**src/rtl/denorm_shift.sv**
```systemverilog
// Multi-cycle right-shift denormalizer producing mantissa plus guard/round/sticky.
// Optional DENORM_EARLY_EXIT_EN: finish as soon as no lower shift bits remain.
module denorm_shift (
  input  logic        clk,
  input  logic        rst_n,
  input  logic        in_valid,
  output logic        in_ready,
  input  logic [23:0] in_mant,
  input  logic [4:0]  in_shamt,
  output logic        out_valid,
  input  logic        out_ready,
  output logic [23:0] out_mant,
  output logic        out_guard,
  output logic        out_round,
  output logic        out_sticky,
  output logic        out_exact
);

  typedef enum logic [1:0] {StIdle, StShift, StDone} state_e;

  state_e      state_q, state_d;
  logic [25:0] work_q, work_d;
  logic        sticky_q, sticky_d;
  logic [4:0]  sh_q, sh_d;
  logic [2:0]  k_q, k_d;

  logic [4:0]  stage_n;
  logic [4:0]  sh_shr;
  logic [25:0] stage_mask;
  logic        stage_en;
  logic        last_stage;
  logic        idle_to_done;

  // Stage k shifts by 2^k when bit k of the latched amount is set.
  always_comb begin
    stage_n    = 5'd1 << k_q;
    sh_shr     = sh_q >> k_q;
    stage_en   = sh_shr[0];
    stage_mask = (26'd1 << stage_n) - 26'd1;
`ifdef DENORM_EARLY_EXIT_EN
    last_stage   = (sh_q & (stage_n - 5'd1)) == 5'd0;
    idle_to_done = (in_shamt == 5'd0);
`else
    last_stage   = (k_q == 3'd0);
    idle_to_done = 1'b0;
`endif
  end

  always_ff @(posedge clk or negedge rst_n) begin
    if (!rst_n) begin
      state_q <= StIdle;
    end else begin
      state_q <= state_d;
    end
  end

  always_comb begin
    state_d = state_q;
    unique case (state_q)
      StIdle:  if (in_valid) state_d = idle_to_done ? StDone : StShift;
      StShift: if (last_stage) state_d = StDone;
      StDone:  if (out_ready) state_d = StIdle;
      default: state_d = StIdle;
    endcase
  end

  always_comb begin
    in_ready  = (state_q == StIdle);
    out_valid = (state_q == StDone);
  end

  always_comb begin
    work_d   = work_q;
    sticky_d = sticky_q;
    sh_d     = sh_q;
    k_d      = k_q;
    unique case (state_q)
      StIdle: begin
        if (in_valid) begin
          work_d   = {in_mant, 2'b00};
          sticky_d = 1'b0;
          sh_d     = in_shamt;
          k_d      = 3'd4;
        end
      end
      StShift: begin
        if (stage_en) begin
          sticky_d = sticky_q | (|(work_q & stage_mask));
          work_d   = work_q >> stage_n;
        end
        if (k_q != 3'd0) k_d = k_q - 3'd1;
      end
      default: ;
    endcase
  end

  always_ff @(posedge clk or negedge rst_n) begin
    if (!rst_n) begin
      work_q   <= '0;
      sticky_q <= 1'b0;
      sh_q     <= '0;
      k_q      <= '0;
    end else begin
      work_q   <= work_d;
      sticky_q <= sticky_d;
      sh_q     <= sh_d;
      k_q      <= k_d;
    end
  end

  assign out_mant   = work_q[25:2];
  assign out_guard  = work_q[1];
  assign out_round  = work_q[0];
  assign out_sticky = sticky_q;
  assign out_exact  = ~(work_q[1] | work_q[0] | sticky_q);

endmodule

```
**config.mk**
```make
export PLATFORM = sky130hd
export DESIGN_NAME = denorm_shift
export DESIGN_NICKNAME = d
export VERILOG_FILES = /design/src/rtl/denorm_shift.sv
export SDC_FILE = /design/constraint.sdc
export NUM_CORES = 1
export LEC_CHECK = 0
export BUFFER_PORTS_ARGS = -buffer_cell sky130_fd_sc_hd__buf_2
export CORE_UTILIZATION = 40
export CTS_BUF_LIST = sky130_fd_sc_hd__clkbuf_16
export DETAILED_ROUTE_END_ITERATION = 7
export PLACE_DENSITY = 0.69
export SYNTH_ARGS = -nofsm -noshare
export SYNTH_HDL_FRONTEND = slang
export SYNTH_SLANG_ARGS = --single-unit
```
**constraint.sdc**
```tcl
create_clock -name clk -period 9.85 [get_ports clk]
set_input_delay 0 -clock clk [delete_from_list [all_inputs] [get_ports clk]]
set_output_delay 0 -clock clk [all_outputs]
set_load 0.05 [all_outputs]
```
==> flow_metrics.env <==
export IMPL_status="completed"
export IMPL_syn_inst=469
export IMPL_crit_type="reg -> reg"
export IMPL_syn2layout_area_growth_pct=13.2
export IMPL_grt_pass1_vias=4003
export IMPL_fp_row_count=35
export IMPL_cts_sinks=37
export IMPL_drv_slew=0
export IMPL_grtUsageMet3_pct=5.15
export IMPL_finalCriticalPeriod_ns=3.78
export IMPL_synth_top_area_share_pct=24.0
export IMPL_worst_skew_pair_late_latency_ns=0.29
export IMPL_yosysMostFrequentCell="nor2_1"
export IMPL_synth_edf_count=0
export IMPL_drc=0
export IMPL_min_delay_path_class="in -> reg"
export IMPL_numPortBuffers=62
export IMPL_gr_usage_met2_pct=44.8
export IMPL_grt_pass1_wl_um=22300
export IMPL_cts_setup_buffers=0
export IMPL_synth_area_per_cell_um2=8.23
export IMPL_min_period_over_period_pct=38.4
export IMPL_timing_hold_ws_ns=0.0108
export IMPL_clkSlewWorstSetupHoldPaths_ns=0.06
export IMPL_h_tree_depth=2
export IMPL_dp_hpwl_um=9690
export IMPL_drt_wl_total_um=14400
export IMPL_busiest_layer="met2"
export IMPL_synth_top_area_cell="dfrtp_1"
export IMPL_async_reset_ff_share_pct=100
export IMPL_antenna_found_initial=0
export IMPL_ctsHoldBuffers=9
export IMPL_clockBufferDepth=2
export IMPL_synthesis_nets=508
export IMPL_rsz0062_at_grt="no"
export IMPL_cts_root_buf="clkbuf_16"
export IMPL_drive_gt1_share_pct=22.4
export IMPL_start_util_pct=41.6
export IMPL_drtIter0Drc=692
export IMPL_cts_resized=0
export IMPL_drt_pass1_iter_count=6
export IMPL_yosysSeqAreaShare_pct=24.0
export IMPL_wl_per_cell_um=22.8
export IMPL_setup_tns_ns=0
export IMPL_final_antenna_net_count=0
export IMPL_cts_buffers=5
export IMPL_die_h_um=100
export IMPL_synthFlopType="dfrtp_1"
export IMPL_nFillCells=963
export IMPL_path_max_fanout=45
export IMPL_die_area_um2=10100
export IMPL_globalRouteMet1Util_pct=40.2
export IMPL_cp_end_kind="flop"
export IMPL_final_hold_viol_count=0
export IMPL_syn_area_um2=3860
export IMPL_ys_top_cells_by_count="nor2_1, nand2_1, dfrtp_1"
export IMPL_setup_viol_count_final=0
export IMPL_synth_warnings=0
export IMPL_max_freq_mhz=264
export IMPL_grt_overflow_total=0
export IMPL_synth_area_top_cells="dfrtp_1, mux4_2, mux2i_1, nor2_1, nand2_1"
export IMPL_fin_skew_ns=0.00789
export IMPL_grt_max_degree=48
export IMPL_globalRouteTotalUtil_pct=29.0
export IMPL_crit_path_start_kind="flop"
export IMPL_design_core_area_um2=9280
export IMPL_synth_seq_cells=37
export IMPL_vias_per_cell=6.76
export IMPL_critPathRequiredTime_ns=10.05
export IMPL_io_pins=63
export IMPL_nNetsFinal=539
export IMPL_drv_cap=0
export IMPL_final_instance_count_excl_fill=630
export IMPL_worst_pin_slew_ns=1.26
export IMPL_ys_types=66
export IMPL_vias=4261
export IMPL_n_antenna_cell=0
export IMPL_finalWeightedCongestion=0.939
export IMPL_place_inst=613
export IMPL_cts_tree="built"
export IMPL_die_x_um=100
export IMPL_relSlewSlack_pct=15.9
export IMPL_cp_data_arrival_time_ns=3.98
## logic make-up (layout without fill, tap and decap cells)
kind of cell,after synthesis,count (layout),share of synthesized area (%)
AOI/OAI and AO/OA,157,157,28.6
xor gates and xnor gates,1,1,0.227
adders and majority gates,6,6,1.94
buffers and inverters,64,96,8.36
DFF,37,37,24.0
muxes,49,49,17.3
and+or+nand+nor,155,155,19.5
## sequential cells by signal, indices dropped and copies added, names as in the netlist
register / cells
k_q: 3
sh_q: 5
out_sticky: 1
work_q: 26
state_q: 2
## layout by cell type, fill, tap and decap left out, types with 4 or more instances in the layout
master and instances:
a2111oi_0 6, nand2_1 39, a21o_1 4, nand3_1 8, inv_1 10, buf_2 62, mux2i_1 24, o21ai_0 26
a22oi_1 10, a31oi_1 9, nor2b_1 11, a32oi_1 9, a21oi_1 28, o22ai_1 5, o221ai_1 5, nand2b_1 9
a211oi_1 11, dlygate4sd3_1 9, nor3_1 5, buf_4 6, mux2_2 12, nand4_1 7, nor2_1 56, dfrtp_1 37
ha_1 5, o211ai_1 9, mux4_2 13, clkbuf_16 5
## critical path, stage by stage, from the launching register on
cell	delay, ns
dfrtp_1	0.43
inv_1	0.20
ha_2	0.19
buf_4	0.47
or4b_1	0.56
or2_2	0.30
ha_1	0.37
nor3_1	0.35
a21oi_1	0.08
o32ai_1	0.24
a31oi_1	0.06
and3_1	0.21
a211oi_1	0.21
## final timing paths
kind	slack, ns	start	endpoint	cells past startpoint
worst max-delay path	6.07	k_q[0]$_DFFE_PN0P_	out_sticky$_DFFE_PN0P_	12
worst min-delay path	0.01	in_mant[16]	work_q[18]$_DFFE_PN0P_	3
worst max register to register	6.07	k_q[0]$_DFFE_PN0P_	out_sticky$_DFFE_PN0P_	12
worst min register to register	0.51	sh_q[3]$_DFFE_PN0P_	sh_q[3]$_DFFE_PN0P_	1
max in group asynchronous	8.92	rst_n	work_q[11]$_DFFE_PN0P_	2
min in group asynchronous	0.38	rst_n	k_q[0]$_DFFE_PN0P_	2
## routing by layer
metal	wire (um)	share of wire, %
met1	5670	39
met2	6550	46
met3	1630	11
met4	537	3.7
met5	0	0
## area by class of cell
type                            count  area (um^2)  share of cell area (%)
Clock buffer                        5          125                    2.86
Clock inverter                      3         41.3                   0.945
Inverter                           11         41.3                   0.945
Multi-Input combinational cell    368         2630                    60.2
Sequential cell                    37          926                    21.2
Tap cell                          129          161                    3.69
Timing Repair Buffer               77          445                    10.2
## metrics by stage
step                worst slack (ns)  utilization [%]  cell area, um^2
finish                          6.07             47.1             4370
global route                    5.74             47.1             4370
CTS                             6.10             47.1             4370
detailed placement              6.12             44.3             4110
global placement                6.24             44.3             4110
floorplan                       6.76                -             3860
Power is not shown: default switching activity piles up to over one toggle a cycle in this logic, so the estimate is an artifact.
